--- config.mk ---
export PLATFORM = sky130hd
export DESIGN_NAME = data_reuse_engine_flat
export DESIGN_NICKNAME = d
export VERILOG_FILES = /design/src/rtl/data_reuse_pkg.sv /design/src/rtl/data_reuse_if.sv /design/src/rtl/data_reuse_skid_fifo.sv /design/src/rtl/data_reuse_engine.sv /design/src/flat_wrapper.sv
export SDC_FILE = /design/constraint.sdc
export NUM_CORES = 1
export LEC_CHECK = 0
export ABC_AREA = 1
export BUFFER_PORTS_ARGS = -buffer_cell sky130_fd_sc_hd__buf_2
export CELL_PAD_IN_SITES_DETAIL_PLACEMENT = 1
export CELL_PAD_IN_SITES_GLOBAL_PLACEMENT = 1
export CORE_ASPECT_RATIO = 1.5
export CORE_UTILIZATION = 47
export DETAILED_ROUTE_END_ITERATION = 16
export HOLD_SLACK_MARGIN = 0.02
export PLACE_DENSITY_LB_ADDON = 0.1
export SLEW_MARGIN = 20
export SYNTH_ARGS = -nofsm -noshare
export SYNTH_HDL_FRONTEND = slang
export SYNTH_SLANG_ARGS = --single-unit
--- constraint.sdc ---
create_clock -name clk -period 16.6 [get_ports clk]
set_clock_uncertainty 0.1 [all_clocks]
set_input_delay 0.83 -clock clk [delete_from_list [all_inputs] [get_ports clk]]
set_output_delay 0.83 -clock clk [all_outputs]
set_load 0.005 [all_outputs]
--- src/rtl/data_reuse_pkg.sv ---
// -----------------------------------------------------------------------------
// data_reuse_pkg
// Shared definitions for the weight-stationary data-reuse engine:
//   - state_e        : engine FSM states
//   - DEFAULT_DATA_W : default RAM word width
//   - PERF_CNT_W     : width of the optional performance counters
//   - sat_inc()      : saturating increment for those counters
// -----------------------------------------------------------------------------
package data_reuse_pkg;

    localparam int DEFAULT_DATA_W = 128;
    localparam int PERF_CNT_W     = 32;

    typedef enum logic [2:0] {
        ST_IDLE,
        ST_LOAD_W,
        ST_WAIT_W,
        ST_STREAM,
        ST_DRAIN,
        ST_DONE
    } state_e;

    function automatic logic [PERF_CNT_W-1:0] sat_inc(input logic [PERF_CNT_W-1:0] v);
        return (&v) ? v : v + 1'b1;
    endfunction

endpackage

--- src/rtl/data_reuse_if.sv ---
// -----------------------------------------------------------------------------
// data_reuse_if
// Valid/ready pair stream from the data-reuse engine to the MAC array.
//   out_valid    : pair available            (master -> slave)
//   out_ready    : consumer accepts          (slave  -> master)
//   out_img      : image word                (master -> slave)
//   out_wgt      : weight word for out_img   (master -> slave)
//   out_last_img : last image word of the current weight
//   out_last     : final pair of the job
// Modports: master (engine side), slave (consumer side).
// -----------------------------------------------------------------------------
interface data_reuse_if
    import data_reuse_pkg::*;
#(
    parameter int DATA_W = DEFAULT_DATA_W
) ();

    logic              out_valid;
    logic              out_ready;
    logic [DATA_W-1:0] out_img;
    logic [DATA_W-1:0] out_wgt;
    logic              out_last_img;
    logic              out_last;

    modport master (
        output out_valid, out_img, out_wgt, out_last_img, out_last,
        input  out_ready
    );

    modport slave (
        input  out_valid, out_img, out_wgt, out_last_img, out_last,
        output out_ready
    );

endinterface

--- src/rtl/data_reuse_skid_fifo.sv ---
// -----------------------------------------------------------------------------
// data_reuse_skid_fifo
// Synchronous FIFO (WIDTH x DEPTH, DEPTH a power of 2) that exposes its fill
// level so the producer can run a credit check before issuing reads.
//   clk, rst_n : clock, asynchronous active-low reset
//   push/wdata : write request and data (accepted when not full, or when a pop
//                happens in the same cycle)
//   pop        : read request (ignored when empty)
//   rdata      : head entry, valid whenever count != 0
//   count      : number of stored entries (0..DEPTH)
// -----------------------------------------------------------------------------
module data_reuse_skid_fifo #(
    parameter  int WIDTH = 8,
    parameter  int DEPTH = 4,
    localparam int PTR_W = $clog2(DEPTH),
    localparam int CNT_W = PTR_W + 1
) (
    input  logic             clk,
    input  logic             rst_n,
    input  logic             push,
    input  logic [WIDTH-1:0] wdata,
    input  logic             pop,
    output logic [WIDTH-1:0] rdata,
    output logic [CNT_W-1:0] count
);

    logic [WIDTH-1:0] mem [DEPTH];
    logic [PTR_W-1:0] wr_ptr;
    logic [PTR_W-1:0] rd_ptr;
    logic             push_ok;
    logic             pop_ok;

    assign pop_ok  = pop && (count != '0);
    assign push_ok = push && ((count != CNT_W'(DEPTH)) || pop_ok);
    assign rdata   = mem[rd_ptr];

    // NOTE: storage has no reset; only pointers and count define validity,
    // so resetting the array would add reset fan-out for no behavioural gain.
    always_ff @(posedge clk) begin
        if (push_ok) begin
            mem[wr_ptr] <= wdata;
        end
    end

    // NOTE: sequential state always uses non-blocking assignments so every
    // register samples pre-edge values, independent of block ordering.
    always_ff @(posedge clk or negedge rst_n) begin
        if (!rst_n) begin
            wr_ptr <= '0;
            rd_ptr <= '0;
            count  <= '0;
        end else begin
            if (push_ok) wr_ptr <= wr_ptr + 1'b1;
            if (pop_ok)  rd_ptr <= rd_ptr + 1'b1;
            case ({push_ok, pop_ok})
                2'b10:   count <= count + 1'b1;
                2'b01:   count <= count - 1'b1;
                default: count <= count;
            endcase
        end
    end

endmodule

--- src/rtl/data_reuse_engine.sv ---
// -----------------------------------------------------------------------------
// data_reuse_engine
// Weight-stationary data-reuse engine. Each weight word is fetched once and
// paired with every word of the image tile; pairs leave through a small FIFO
// on a valid/ready stream.
//   clk, rst_n          : clock, asynchronous active-low reset
//   start               : one-cycle job start, ignored while busy
//   img_base/img_len    : image tile start address and length (words)
//   wgt_base/wgt_len    : weight start address and count (words)
//   img_rd_en/img_addr  : image RAM read port, img_rdata one cycle later
//   wgt_rd_en/wgt_addr  : weight RAM read port, wgt_rdata one cycle later
//   stream              : data_reuse_if.master pair stream
//   busy, done          : job in progress / one-cycle end-of-job pulse
// Optional feature (macro DATA_REUSE_PERF_EN): perf_img_reads, perf_wgt_reads,
// perf_stall_cycles saturating counters, cleared on an accepted start.
// -----------------------------------------------------------------------------
module data_reuse_engine
    import data_reuse_pkg::*;
#(
    parameter int DATA_W     = DEFAULT_DATA_W,
    parameter int IMG_ADDR_W = 10,
    parameter int WGT_ADDR_W = 8,
    parameter int FIFO_DEPTH = 4
) (
    input  logic                  clk,
    input  logic                  rst_n,
    input  logic                  start,
    input  logic [IMG_ADDR_W-1:0] img_base,
    input  logic [IMG_ADDR_W-1:0] img_len,
    input  logic [WGT_ADDR_W-1:0] wgt_base,
    input  logic [WGT_ADDR_W-1:0] wgt_len,
    output logic                  img_rd_en,
    output logic [IMG_ADDR_W-1:0] img_addr,
    input  logic [DATA_W-1:0]     img_rdata,
    output logic                  wgt_rd_en,
    output logic [WGT_ADDR_W-1:0] wgt_addr,
    input  logic [DATA_W-1:0]     wgt_rdata,
    output logic                  busy,
    output logic                  done,
    data_reuse_if.master          stream
`ifdef DATA_REUSE_PERF_EN
    ,
    output logic [PERF_CNT_W-1:0] perf_img_reads,
    output logic [PERF_CNT_W-1:0] perf_wgt_reads,
    output logic [PERF_CNT_W-1:0] perf_stall_cycles
`endif
);

    localparam int CNT_W    = $clog2(FIFO_DEPTH) + 1;
    localparam int ENTRY_W  = 2 * DATA_W + 2;

    state_e state, state_next;

    logic [IMG_ADDR_W-1:0] img_base_r, img_len_r, img_idx;
    logic [WGT_ADDR_W-1:0] wgt_base_r, wgt_len_r, wgt_idx;
    logic [DATA_W-1:0]     wgt_reg;

    // Exactly one image read can be in flight (RAM latency is one cycle);
    // its tags travel alongside it so the FIFO entry is complete on return.
    logic inflight, infl_last_img, infl_last;

    logic               start_accept;
    logic               last_img_idx, last_wgt_idx;
    logic               credit_ok, pop, out_valid;
    logic [CNT_W-1:0]   fifo_count;
    logic [CNT_W:0]     occupancy;
    logic [ENTRY_W-1:0] fifo_wdata, fifo_rdata;

    assign start_accept = (state == ST_IDLE) && start;
    assign last_img_idx = (img_idx == img_len_r - 1'b1);
    assign last_wgt_idx = (wgt_idx == wgt_len_r - 1'b1);

    // Credit check counts the inflight read so the FIFO can never overflow,
    // even though that read lands a cycle after it is issued.
    assign occupancy = {1'b0, fifo_count} + {{CNT_W{1'b0}}, inflight};
    assign credit_ok = (occupancy < (CNT_W + 1)'(FIFO_DEPTH));

    assign img_rd_en = (state == ST_STREAM) && credit_ok;
    assign img_addr  = img_base_r + img_idx;
    assign wgt_rd_en = (state == ST_LOAD_W);
    assign wgt_addr  = wgt_base_r + wgt_idx;
    assign busy      = (state != ST_IDLE);
    assign done      = (state == ST_DONE);

    assign out_valid = (fifo_count != '0);
    assign pop       = out_valid && stream.out_ready;

    always_ff @(posedge clk or negedge rst_n) begin
        if (!rst_n) begin
            state <= ST_IDLE;
        end else begin
            state <= state_next;
        end
    end

    // NOTE: every always_comb output gets a default first, so no path through
    // the case statement can leave it unassigned and infer a latch.
    always_comb begin
        state_next = state;
        case (state)
            ST_IDLE: begin
                if (start) begin
                    state_next = ((img_len == '0) || (wgt_len == '0)) ? ST_DONE : ST_LOAD_W;
                end
            end
            ST_LOAD_W: state_next = ST_WAIT_W;
            ST_WAIT_W: state_next = ST_STREAM;
            ST_STREAM: begin
                if (img_rd_en && last_img_idx) begin
                    state_next = last_wgt_idx ? ST_DRAIN : ST_LOAD_W;
                end
            end
            ST_DRAIN: begin
                // Look ahead by one pop so done lands right after the last handshake.
                if (!inflight &&
                    ((fifo_count == '0) || ((fifo_count == CNT_W'(1)) && pop))) begin
                    state_next = ST_DONE;
                end
            end
            ST_DONE:   state_next = ST_IDLE;
            default:   state_next = ST_IDLE;
        endcase
    end

    always_ff @(posedge clk or negedge rst_n) begin
        if (!rst_n) begin
            img_base_r    <= '0;
            img_len_r     <= '0;
            wgt_base_r    <= '0;
            wgt_len_r     <= '0;
            img_idx       <= '0;
            wgt_idx       <= '0;
            wgt_reg       <= '0;
            inflight      <= 1'b0;
            infl_last_img <= 1'b0;
            infl_last     <= 1'b0;
        end else begin
            inflight      <= img_rd_en;
            infl_last_img <= last_img_idx;
            infl_last     <= last_img_idx && last_wgt_idx;
            if (start_accept) begin
                img_base_r <= img_base;
                img_len_r  <= img_len;
                wgt_base_r <= wgt_base;
                wgt_len_r  <= wgt_len;
                img_idx    <= '0;
                wgt_idx    <= '0;
            end
            if (state == ST_WAIT_W) begin
                wgt_reg <= wgt_rdata;
            end
            if (img_rd_en) begin
                if (last_img_idx) begin
                    img_idx <= '0;
                    wgt_idx <= wgt_idx + 1'b1;
                end else begin
                    img_idx <= img_idx + 1'b1;
                end
            end
        end
    end

    // The previous weight's last image read returns during LOAD_W, before
    // wgt_reg is overwritten in WAIT_W, so it is tagged with the right weight.
    assign fifo_wdata = {img_rdata, wgt_reg, infl_last_img, infl_last};

    data_reuse_skid_fifo #(
        .WIDTH (ENTRY_W),
        .DEPTH (FIFO_DEPTH)
    ) u_fifo (
        .clk   (clk),
        .rst_n (rst_n),
        .push  (inflight),
        .wdata (fifo_wdata),
        .pop   (pop),
        .rdata (fifo_rdata),
        .count (fifo_count)
    );

    // Data is forced to zero when no pair is presented, hiding stale FIFO storage.
    assign stream.out_valid    = out_valid;
    assign stream.out_img      = out_valid ? fifo_rdata[ENTRY_W-1 -: DATA_W] : '0;
    assign stream.out_wgt      = out_valid ? fifo_rdata[DATA_W+1 -: DATA_W]  : '0;
    assign stream.out_last_img = out_valid && fifo_rdata[1];
    assign stream.out_last     = out_valid && fifo_rdata[0];

`ifdef DATA_REUSE_PERF_EN
    always_ff @(posedge clk or negedge rst_n) begin
        if (!rst_n) begin
            perf_img_reads    <= '0;
            perf_wgt_reads    <= '0;
            perf_stall_cycles <= '0;
        end else if (start_accept) begin
            perf_img_reads    <= '0;
            perf_wgt_reads    <= '0;
            perf_stall_cycles <= '0;
        end else begin
            if (img_rd_en)                      perf_img_reads    <= sat_inc(perf_img_reads);
            if (wgt_rd_en)                      perf_wgt_reads    <= sat_inc(perf_wgt_reads);
            if (out_valid && !stream.out_ready) perf_stall_cycles <= sat_inc(perf_stall_cycles);
        end
    end
`endif

endmodule

--- src/flat_wrapper.sv ---
// flat-port wrapper written by rule: the top's interface ports become plain ports
module data_reuse_engine_flat import data_reuse_pkg::*;
#(
    parameter int DATA_W     = DEFAULT_DATA_W,
    parameter int IMG_ADDR_W = 10,
    parameter int WGT_ADDR_W = 8,
    parameter int FIFO_DEPTH = 4
)
  (clk, rst_n, start, img_base, img_len, wgt_base, wgt_len, img_rd_en, img_addr, img_rdata, wgt_rd_en, wgt_addr, wgt_rdata, busy, done, stream_out_valid, stream_out_img, stream_out_wgt, stream_out_last_img, stream_out_last, stream_out_ready);
  data_reuse_if #(.DATA_W(DATA_W)) stream_i ();
  input  logic clk;
  input  logic rst_n;
  input  logic start;
  input  logic [IMG_ADDR_W-1:0] img_base;
  input  logic [IMG_ADDR_W-1:0] img_len;
  input  logic [WGT_ADDR_W-1:0] wgt_base;
  input  logic [WGT_ADDR_W-1:0] wgt_len;
  output logic img_rd_en;
  output logic [IMG_ADDR_W-1:0] img_addr;
  input  logic [DATA_W-1:0] img_rdata;
  output logic wgt_rd_en;
  output logic [WGT_ADDR_W-1:0] wgt_addr;
  input  logic [DATA_W-1:0] wgt_rdata;
  output logic busy;
  output logic done;
  output wire logic [$bits(stream_i.out_valid)-1:0] stream_out_valid;
  output wire logic [$bits(stream_i.out_img)-1:0] stream_out_img;
  output wire logic [$bits(stream_i.out_wgt)-1:0] stream_out_wgt;
  output wire logic [$bits(stream_i.out_last_img)-1:0] stream_out_last_img;
  output wire logic [$bits(stream_i.out_last)-1:0] stream_out_last;
  input wire logic [$bits(stream_i.out_ready)-1:0] stream_out_ready;
  assign stream_out_valid = stream_i.out_valid;
  assign stream_out_img = stream_i.out_img;
  assign stream_out_wgt = stream_i.out_wgt;
  assign stream_out_last_img = stream_i.out_last_img;
  assign stream_out_last = stream_i.out_last;
  assign stream_i.out_ready = stream_out_ready;
  data_reuse_engine #(.DATA_W(DATA_W), .IMG_ADDR_W(IMG_ADDR_W), .WGT_ADDR_W(WGT_ADDR_W), .FIFO_DEPTH(FIFO_DEPTH)) u_core (.clk(clk), .rst_n(rst_n), .start(start), .img_base(img_base), .img_len(img_len), .wgt_base(wgt_base), .wgt_len(wgt_len), .img_rd_en(img_rd_en), .img_addr(img_addr), .img_rdata(img_rdata), .wgt_rd_en(wgt_rd_en), .wgt_addr(wgt_addr), .wgt_rdata(wgt_rdata), .busy(busy), .done(done), .stream(stream_i));
endmodule
==> results.ini, run 1 <==
[timing]
tns_ps = 0
slew_headroom_pct = 21.2
period_needed_ps = 5250
setup_viol = 0
maxSlewViolCount = 0
hold_viol = 0
fin_crit_sh_pct = 31.6
tightest_slew_ps = 1180
rsz0062_at_grt = no
max_freq_ghz = 0.190

[logic_synthesis]
synth_top_flop_cell = edfxtp_1
synth_cell_types = 39
syn_area_per_cell_um2 = 12.6
syn-cell-area_um2 = 48700
synth_largest_area_cell = edfxtp_1
synthCells = 3876
synth_edf_count = 1032
synth_top_area_share_pct = 63.6
synth_seq_cells = 1227
synth_seq_area_share_pct = 73.6
synthTopCellsByArea = edfxtp_1 (64%), dfrtp_1 (10%), nor2_1 (8.4%), o21ai_0 (5.5%), mux2_2 (3.4%)
ys_async_sr_fraction_pct = 15.9
syn-num-nets = 4202
yosysWarnings = 0

[cells_and_area]
drive_gt1_share_pct = 21.4
final_area_um2 = 56700
mostFrequentLayoutCells = nor2_1 (1083), edfxtp_1 (1032), buf_2 (575)
final_common_cell = nor2_1
nFillCells = 10600
finalNetCount = 4707
syn2layout_area_growth_pct = 16.4
final_util_pct = 55.2
fin_cells = 5822
largest_register_ffs = 1032

[grt]
grt_max_degree = 255
grt_overflow = 0
grt_pass1_wl_mm = 197
grtUsageTotal_pct = 24.8
antenna_found_initial = 55
grt_pass1_vias = 32900

[drt]
drt_iter0_markers = 1979
drc = 0
vias = 31800
wl_mm = 132
routedWlPerCell_um = 22.6
ant_nets = 0
drt-pass1-iter-count = 5
viasPerCell = 5.46

[clock_tree]
clockBufferDepth = 3
cts_resized = 0
ctsHoldBuffers = 0
cts_buffers = 115
path_clk_slew_ps = 60
clk_latency_ps = 720
cts_tree = done
htreeDepth = 3
cts_setup_buffers = 0
cts-root-buf = clkbuf_16
clock-sinks = 1227

[floorplan]
die_x_um = 265
fp.dieH_um = 396
io_pins = 577
initial_utilization_pct = 47.4
rows = 144
die-area_um2 = 105000
core-area_um2 = 103000

[pwr]
p_total_w = 0.0107
vdd_drop_max_uv = 180
intPower_w = 0.00673
p_leak_nw = 21.2
p_switching_w = 0.00392
p_per_area_nw_per_um2 = 188
combinationalPowerShare_pct = 34.6
pwr-share-clk_pct = 24.8
p_seq_share_pct = 40.6
switching_share_pct = 36.8

[min_path]
hold_path.class = input port to async pin

[job]
cap_viol_max_count = 0

[worst_setup_path]
worstPathMaxFanout = 78
start_kind = register
worstPathRequired_ps = 15670
cp.arrival_ps = 4320
critPathKind = register to output pin
cp-end-kind = output pin

[placement]
place.gp.congestion = 0.777
dp_hpwl_mm = 76.7
port_buffers = 576
dp_cells = 5576
place_area_um2 = 52800

[outcome]
status = complete, no violations

==> synthesized netlist by cell type (2+ instances only) <==
library cell / n
ha_1: 28
xnor2_1: 11
buf_2: 43
inv_1: 70
buf_1: 29
edfxtp_1: 1032
nand2_1: 126
nor2_4: 2
fa_1: 2
nand3_1: 32
mux2_2: 148
nor2_1: 1088
nor3_1: 3
dfrtp_1: 195
o211ai_1: 2
xor2_1: 34
o21ai_1: 4
nor2_2: 6
clkbuf_1: 150
o22ai_1: 6
nand3_2: 3
nor4_1: 6
a21oi_1: 291
o21ai_0: 533
inv_2: 9
nand4_1: 10
==> worst max-delay path, cell delays in order, from the launching register on <==
cell and delay, ps:
dfrtp_4 670, buf_16 310, buf_4 760, buf_4 810
nor2_1 110, nor2_1 110, o21ai_0 90, a21oi_1 420
buf_2 200
==> worst paths after layout <==
check / cells past startpoint / end / slack (ps) / startpoint
max in group asynchronous: 3 / u_core.u_fifo.rd_ptr[1]$_DFFE_PN0P_ / 14370 / rst_n
worst min register to register: 0 / u_core.u_fifo.mem[0][83]$_DFFE_PP_ / 410 / u_core.wgt_reg[81]$_DFFE_PN0P_
worst min-delay path: 1 / u_core.wgt_reg[85]$_DFFE_PN0P_ / 30 / rst_n
worst max-delay path: 8 / stream_out_img[21] / 11350 / u_core.u_fifo.rd_ptr[0]$_DFFE_PN0P_
min in group clk: 1 / u_core.u_fifo.mem[1][133]$_DFFE_PP_ / 230 / img_rdata[3]
worst max register to register: 7 / u_core.u_fifo.mem[0][243]$_DFFE_PP_ / 12220 / u_core.u_fifo.count[0]$_DFFE_PN0P_
==> power groups by stage <==
stage                     Combinational (W)  Sequential [W]  Clock [W]
after floorplan                     0.00203         0.00459          0
after global placement              0.00362         0.00437          0
after detailed placement            0.00369         0.00441          0
after CTS                           0.00372         0.00435    0.00270
after global routing                0.00407         0.00437    0.00280
final                               0.00368         0.00432    0.00265
==> per-stage QoR <==
step | worst slack [ps] | hold WS [ps]
2_1_floorplan | 3600 | 355
3_3_place_gp | 11710 | 385
3_5_place_dp | 11630 | 396
4_1_cts | 11010 | 40.3
5_1_grt | 11060 | 57.7
6_report | 11350 | 30.3
==> logic make-up (layout without fill, tap and decap cells) <==
| kind of cell | after synthesis | in the layout | synth area share, % |
|---|---|---|---|
| buf+inv | 303 | 911 | 2.46 |
| xor+xnor | 45 | 45 | 0.809 |
| compound gates | 841 | 841 | 8.70 |
| fa+ha+maj | 30 | 30 | 0.801 |
| flops | 1227 | 1227 | 73.6 |
| other cells | 0 | 24 | 0 |
| simple gates | 1282 | 1282 | 10.2 |
| mux | 148 | 148 | 3.42 |
==> layer usage <==
metal | up-vias | GRT usage, % | share of wire (%)
met4 | 60 | 10.2 | 3.6
met2 | 791 | 41.7 | 49
li1 | 14700 | - | -
met3 | 256 | 6.39 | 7.0
met1 | 16000 | 30.5 | 40
met5 | - | 0 | 0.28
==> area by class of cell <==
cell class / instances / area, um^2 / share of cell area (%)
multi-input combinational: 2346 / 11700 / 20.6
timing repair buffer: 612 / 3290 / 5.80
clock inverter: 54 / 573 / 1.01
sequential: 1227 / 35900 / 63.3
clock buffer: 166 / 3230 / 5.70
antenna: 24 / 60.1 / 0.106
tap: 1314 / 1640 / 2.90
inverter: 79 / 312 / 0.550
Note: power is estimated with default switching activity, not from simulation.
==> inputs of run 2 (changes only) <==
CORE_UTILIZATION = 43   (was 47)
clock period = 4.65 ns   (was 16.6 ns; I/O delays follow)
==> results.ini, run 2 (same netlist as run 1, synthesis figures left out) <==
[grt]
grt_overflow = 0  ; unchanged
grt_util_met2_pct = 42.2  ; was 41.7%
antenna_found_initial = 23  ; was 55
busiest_layer = met2  ; unchanged
met3_usage_pct = 4.64  ; was 6.39%
grt_pass1_vias = 35400  ; was 32900
grt_max_degree = 183  ; was 255
grt_use_met1_pct = 30.1  ; was 30.5%
grt_pass1_wl_mm = 212  ; was 197 mm
grtUsageTotal_pct = 24.1  ; was 24.8%

[worst_setup_path]
cp_top_family = buffers and inverters  ; unchanged
cp-end-kind = output pin  ; unchanged
critPathKind = register to output pin  ; unchanged
max_stage_delay_ps = 640  ; was 810 ps
crit_path_cell_trace = buf_4 -> buf_4 -> nor2_1 -> nor2_1 -> o21ai_0 -> a21oi_1 -> buf_2  ; was buf_16 -> buf_4 -> buf_4 -> nor2_1 -> nor2_1 -> o21ai_0 -> a21oi_1 -> buf_2
crit_slowest_cell = dfrtp_4  ; was buf_4
critPathBufInv = 3  ; was 4
cp.arrival_ps = 3460  ; was 4320 ps
start_kind = register  ; unchanged
worstPathRequired_ps = 4320  ; was 15670 ps
worstPathMaxFanout = 57  ; was 78

[pwr]
p_leak_nw = 22.7  ; was 21.2 nW
p_per_area_nw_per_um2 = 649  ; was 188 nW/um^2
p_total_w = 0.0393  ; was 0.0107 W
vdd_drop_max_uv = 473  ; was 180 uV

[timing]
holdWs_ps = 159  ; was 30.3 ps
tns_ps = 0  ; unchanged
hold_viol = 0  ; unchanged
setup_viol = 0  ; unchanged
period_needed_ps = 3790
tightest_slew_ps = 1120  ; was 1180 ps
fin_crit_sh_pct = 81.5
rsz0062_at_grt = no  ; unchanged
slew_headroom_pct = 25.6  ; was 21.2%
max_freq_ghz = 0.264
maxSlewViolCount = 0  ; unchanged

[clock_tree]
cts_buffers = 115  ; unchanged
cts_resized = 0  ; unchanged
ctsHoldBuffers = 299  ; was 0
clock-sinks = 1227  ; unchanged
htreeDepth = 3  ; unchanged
cts_tree = done  ; unchanged
clockBufferDepth = 3  ; unchanged
path_clk_slew_ps = 70  ; was 60 ps
clk_latency_ps = 730  ; was 720 ps
cts-root-buf = clkbuf_16  ; unchanged
cts_setup_buffers = 0  ; unchanged

[outcome]
status = complete, no violations  ; unchanged

[cells_and_area]
final_common_cell = nor2_1  ; unchanged
fin_cells = 6271  ; was 5822
largest_register_ffs = 1032  ; unchanged
nFillCells = 11500  ; was 10600
drive_gt1_share_pct = 20.9  ; was 21.4%
finalNetCount = 5034  ; was 4707
syn2layout_area_growth_pct = 24.2  ; was 16.4%
mostFrequentLayoutCells = nor2_1 (1083), edfxtp_1 (1032), buf_2 (575)  ; unchanged

[placement]
place.gp.congestion = 0.760  ; was 0.777
dp_cells = 5735  ; was 5576
port_buffers = 576  ; unchanged
dp_hpwl_mm = 81.5  ; was 76.7 mm

[drt]
viasPerCell = 5.30  ; was 5.46
routedWlPerCell_um = 22.2  ; was 22.6 um
drc = 0  ; unchanged
vias = 33200  ; was 31800
drt_iter0_markers = 2014  ; was 1979
ant_nets = 0  ; unchanged
drt-pass1-iter-count = 5  ; unchanged
wl_mm = 139  ; was 132 mm

[floorplan]
core-area_um2 = 112000  ; was 103000 um^2
initial_utilization_pct = 43.6  ; was 47.4%
io_pins = 577  ; unchanged
rows = 150  ; was 144
die-area_um2 = 115000  ; was 105000 um^2
fp.dieH_um = 414  ; was 396 um
die_x_um = 277  ; was 265 um

[min_path]
hold_path.class = input port to register  ; was input port to async pin

[job]
cap_viol_max_count = 0  ; unchanged

-- run 2: cell count changes in the layout (fill, tap and decap cells not counted), moves of 11 or more --
| cell | before | now |
|---|---|---|
| bufinv_16 | 9 | 20 |
| dlygate4sd3_1 | 0 | 298 |
| buf_4 | 25 | 41 |
| buf_12 | 8 | 22 |
| clkbuf_1 | 36 | 21 |
-- run 2: per-stage QoR --
step	cell area [um^2]	utilization (%)	worst slack [ps]
3_5_place_dp	53400	47.7	1560
6_report	60500	54.1	862
5_1_grt	60500	54.1	665
4_1_cts	60400	54.0	756
2_1_floorplan	48800	-	-648
3_3_place_gp	53400	47.7	1560
-- run 2: per-layer routing --
metal  up-vias  routed length (um)  part of all wire (%)
met5         -                  95                 0.068
met4        16                3270                   2.4
met3       178                7800                   5.6
met2       801               70500                    51
met1     16900               57300                    41
li1      15300                   -                     -
-- run 2: cell type report --
type	instances	area [um^2]	area share [%]
Sequential cell	1227	35900	59.3
Multi-Input combinational cell	2346	11700	19.4
Timing Repair Buffer	939	6680	11.0
Clock buffer	144	3080	5.09
Tap cell	1444	1810	2.99
Clock inverter	75	967	1.60
Inverter	79	314	0.519
Antenna cell	17	42.5	0.0703
-- run 2: path summary, 6_finish.rpt --
| check | slack (ps) | cells past startpoint | endpoint | from |
|---|---|---|---|---|
| max | 860 | 7 | stream_out_wgt[44] | u_core.u_fifo.rd_ptr[0]$_DFFE_PN0P_ |
| min | 160 | 3 | u_core.wgt_reg[77]$_DFFE_PN0P_ | wgt_rdata[77] |
| max reg2reg | 1880 | 6 | u_core.u_fifo.mem[1][190]$_DFFE_PP_ | u_core.u_fifo.count[0]$_DFFE_PN0P_ |
| min reg2reg | 400 | 0 | u_core.u_fifo.mem[1][15]$_DFFE_PP_ | u_core.wgt_reg[13]$_DFFE_PN0P_ |
| max in group asynchronous | 3290 | 4 | u_core.wgt_reg[127]$_DFFE_PN0P_ | rst_n |
| min in group asynchronous | 380 | 3 | u_core.wgt_reg[39]$_DFFE_PN0P_ | rst_n |
-- run 2: worst register-to-register path: stages, from the launching register on --
cell and delay (ps):
dfrtp_1 430, inv_2 80, ha_4 180, a31oi_4 240
inv_4 110, nor2_4 700, buf_4 540
-- run 2: power by group --
part / leakage (nW) / internal (W) / total [W] / switching [W]
combinational: 9.02 / 0.00441 / 0.0138 / 0.00942
sequential: 11.8 / 0.0146 / 0.0154 / 0.000746
clock: 1.96 / 0.00583 / 0.0100 / 0.00421
==> inputs of run 3 (changes only) <==
ABC_AREA = 0   (was 1)
CORE_UTILIZATION = 50   (was 43)
clock period = 3.85 ns   (was 4.65 ns; I/O delays follow)
==> results.ini, run 3 <==
[outcome]
status = complete, no violations  ; unchanged

[floorplan]
die_x_um = 255  ; was 277 um
io_pins = 577  ; unchanged
core-area_um2 = 94600  ; was 112000 um^2
rows = 138  ; was 150
die-area_um2 = 96900  ; was 115000 um^2
initial_utilization_pct = 50.6  ; was 43.6%
fp.dieH_um = 381  ; was 414 um

[logic_synthesis]
synth_edf_count = 1032  ; unchanged
synth_top_flop_cell = edfxtp_1  ; unchanged
synth_seq_area_share_pct = 75.0  ; was 73.6%
synth_cell_types = 68  ; was 39
synth_commonest_cells = edfxtp_1 (1032), and2_1 (263), mux4_2 (258)  ; was nor2_1 (1088), edfxtp_1 (1032), o21ai_0 (533)
syn_area_per_cell_um2 = 19.9  ; was 12.6 um^2
syn-num-nets = 2735  ; was 4202
syn-cell-area_um2 = 47800  ; was 48700 um^2
synth_top_area_share_pct = 64.8  ; was 63.6%
synthCells = 2409  ; was 3876
yosysMostFrequentCell = edfxtp_1  ; was nor2_1
synthTopCellsByArea = edfxtp_1 (65%), mux4_2 (12%), dfrtp_1 (10%), and2_1 (3.4%), mux2_2 (3.0%)  ; was edfxtp_1 (64%), dfrtp_1 (10%), nor2_1 (8.4%), o21ai_0 (5.5%), mux2_2 (3.4%)
yosysWarnings = 0  ; unchanged
ys_async_sr_fraction_pct = 15.9  ; unchanged
synth_largest_area_cell = edfxtp_1  ; unchanged
synth_seq_cells = 1227  ; unchanged

[clock_tree]
cts_tree = done  ; unchanged
path_clk_slew_ps = 60  ; was 70 ps
htreeDepth = 3  ; unchanged
clock-sinks = 1227  ; unchanged
clockBufferDepth = 3  ; unchanged
clk_latency_ps = 710  ; was 730 ps
cts_buffers = 109  ; was 115
cts_resized = 0  ; unchanged
cts-root-buf = clkbuf_16  ; unchanged

[drt]
drt-pass1-iter-count = 5  ; unchanged
wl_met1_mm = 46.3  ; was 57.3 mm
viasPerCell = 5.49  ; was 5.30
routedWlPerCell_um = 25.4  ; was 22.2 um
highest-signal-layer = met5  ; unchanged
ant_nets = 0  ; unchanged
drc = 0  ; unchanged
wl_met3_mm = 7.40  ; was 7.80 mm
wl_met2_mm = 61.4  ; was 70.5 mm
vias = 25800  ; was 33200
drt_iter0_markers = 1573  ; was 2014
wl_mm = 120  ; was 139 mm

[cells_and_area]
finalNetCount = 3662  ; was 5034
syn2layout_area_growth_pct = 24.2  ; about the same
final_common_cell = edfxtp_1  ; was nor2_1
mostFrequentLayoutCells = edfxtp_1 (1032), buf_2 (575), dlygate4sd3_1 (296)  ; was nor2_1 (1083), edfxtp_1 (1032), buf_2 (575)
final_util_pct = 62.8  ; was 54.1%
largest_register_ffs = 1032  ; unchanged
fin_cells = 4702  ; was 6271
drive_gt1_share_pct = 35.6  ; was 20.9%

[pwr]
p_leak_nw = 21.7  ; was 22.7 nW
vdd_drop_max_uv = 404  ; was 473 uV
p_per_area_nw_per_um2 = 755  ; was 649 nW/um^2

[worst_setup_path]
start_kind = register  ; unchanged
critPathKind = register to output pin  ; unchanged
worstPathRequired_ps = 3560  ; was 4320 ps
cp-end-kind = output pin  ; unchanged
cp.arrival_ps = 3240  ; was 3460 ps
worstPathMaxFanout = 86  ; was 57

[timing]
holdWs_ps = 131  ; was 159 ps
rsz0062_at_grt = no  ; unchanged
slew_headroom_pct = 31.0  ; was 25.6%
hold_viol = 0  ; unchanged
maxSlewViolCount = 0  ; unchanged
tightest_slew_ps = 1030  ; was 1120 ps
setup_viol = 0  ; unchanged
max_freq_ghz = 0.283
fin_crit_sh_pct = 91.7
period_needed_ps = 3530
tns_ps = 0  ; unchanged

[grt]
grt_pass1_wl_mm = 178  ; was 212 mm
grt_max_degree = 129  ; was 183
grt_overflow = 0  ; unchanged
antenna_found_initial = 27  ; was 23
grtUsageTotal_pct = 25.0  ; was 24.1%
grt_pass1_vias = 28700  ; was 35400

[job]
cap_viol_max_count = 0  ; unchanged

[placement]
dp_hpwl_mm = 76.2  ; was 81.5 mm
port_buffers = 576  ; unchanged
dp_cells = 4188  ; was 5735
place.gp.congestion = 0.870  ; was 0.760

[min_path]
hold_path.class = input port to register  ; unchanged

-- run 3: area by class of cell --
class / instances / area (um^2)
tap: 1260 / 1580
fill: 8312 / 35200
sequential: 1227 / 35900
multi-input combinational: 1027 / 11400
inverter: 32 / 120
antenna: 13 / 32.5
clock inverter: 56 / 649
clock buffer: 148 / 3040
timing repair buffer: 939 / 6770
-- run 3: final timing paths --
kind | startpoint | endpoint | slack, ps | depth (start not counted)
max in group asynchronous | rst_n | u_core.img_idx[4]$_DFFE_PN0P_ | 2330 | 4
min reg2reg | u_core.img_base_r[2]$_DFFE_PN0P_ | u_core.img_base_r[2]$_DFFE_PN0P_ | 380 | 2
min | wgt_base[3] | u_core.wgt_base_r[3]$_DFFE_PN0P_ | 130 | 4
min in group asynchronous | rst_n | u_core.wgt_reg[99]$_DFFE_PN0P_ | 500 | 3
max | u_core.u_fifo.count[1]$_DFFE_PN0P_ | stream_out_img[112] | 320 | 6
max reg2reg | u_core.u_fifo.count[1]$_DFFE_PN0P_ | u_core.u_fifo.mem[2][235]$_DFFE_PP_ | 860 | 7
-- run 3: cell families (layout without fill, tap and decap cells) --
logic type	Yosys count	count (layout)	share of synthesized area, %
XOR/XNOR	48	48	0.879
AO/OA/AOI/OAI	91	91	1.25
flip-flops	1227	1227	75.0
adder cells (fa/ha/maj)	30	30	0.816
AND/OR/NAND/NOR	470	470	5.55
multiplexers	388	388	15.2
other	0	13	0
buffers and inverters	155	1175	1.32
-- run 3: report_power, final --
group,switching [W],leakage [nW],internal (W)
combinational,0.00777,8.08,0.00695
sequential,0.00115,11.8,0.0178
clock,0.00476,1.80,0.00641
-- run 3: through the flow --
step / power (W) / setup WS (ps) / area [um^2]
finish: 0.0448 / 321 / 59400
global route: 0.0469 / 80.8 / 59400
CTS: 0.0454 / 178 / 59400
detailed placement: 0.0339 / 793 / 52700
global placement: 0.0334 / 987 / 52700
floorplan: 0.0274 / -1140 / 47800
-- run 3: worst max-delay path, stage by stage, from the launching register on --
cell	delay [ps]
dfrtp_1	450
inv_1	140
ha_1	330
nand2b_4	760
buf_4	460
and2_1	220
buf_2	130
-- run 3: layer usage --
layer / vias up / track usage (%)
met5: - / 0
met1: 13400 / 30.7
met4: 26 / 9.99
met2: 828 / 43.0
met3: 210 / 5.32
li1: 11300 / -
-- run 3: timing repair --
action,in CTS,in global routing
hold buffers,297,0
endpoints found under the hold margin,790,0
setup endpoints to repair,0,0
setup buffers,0,0
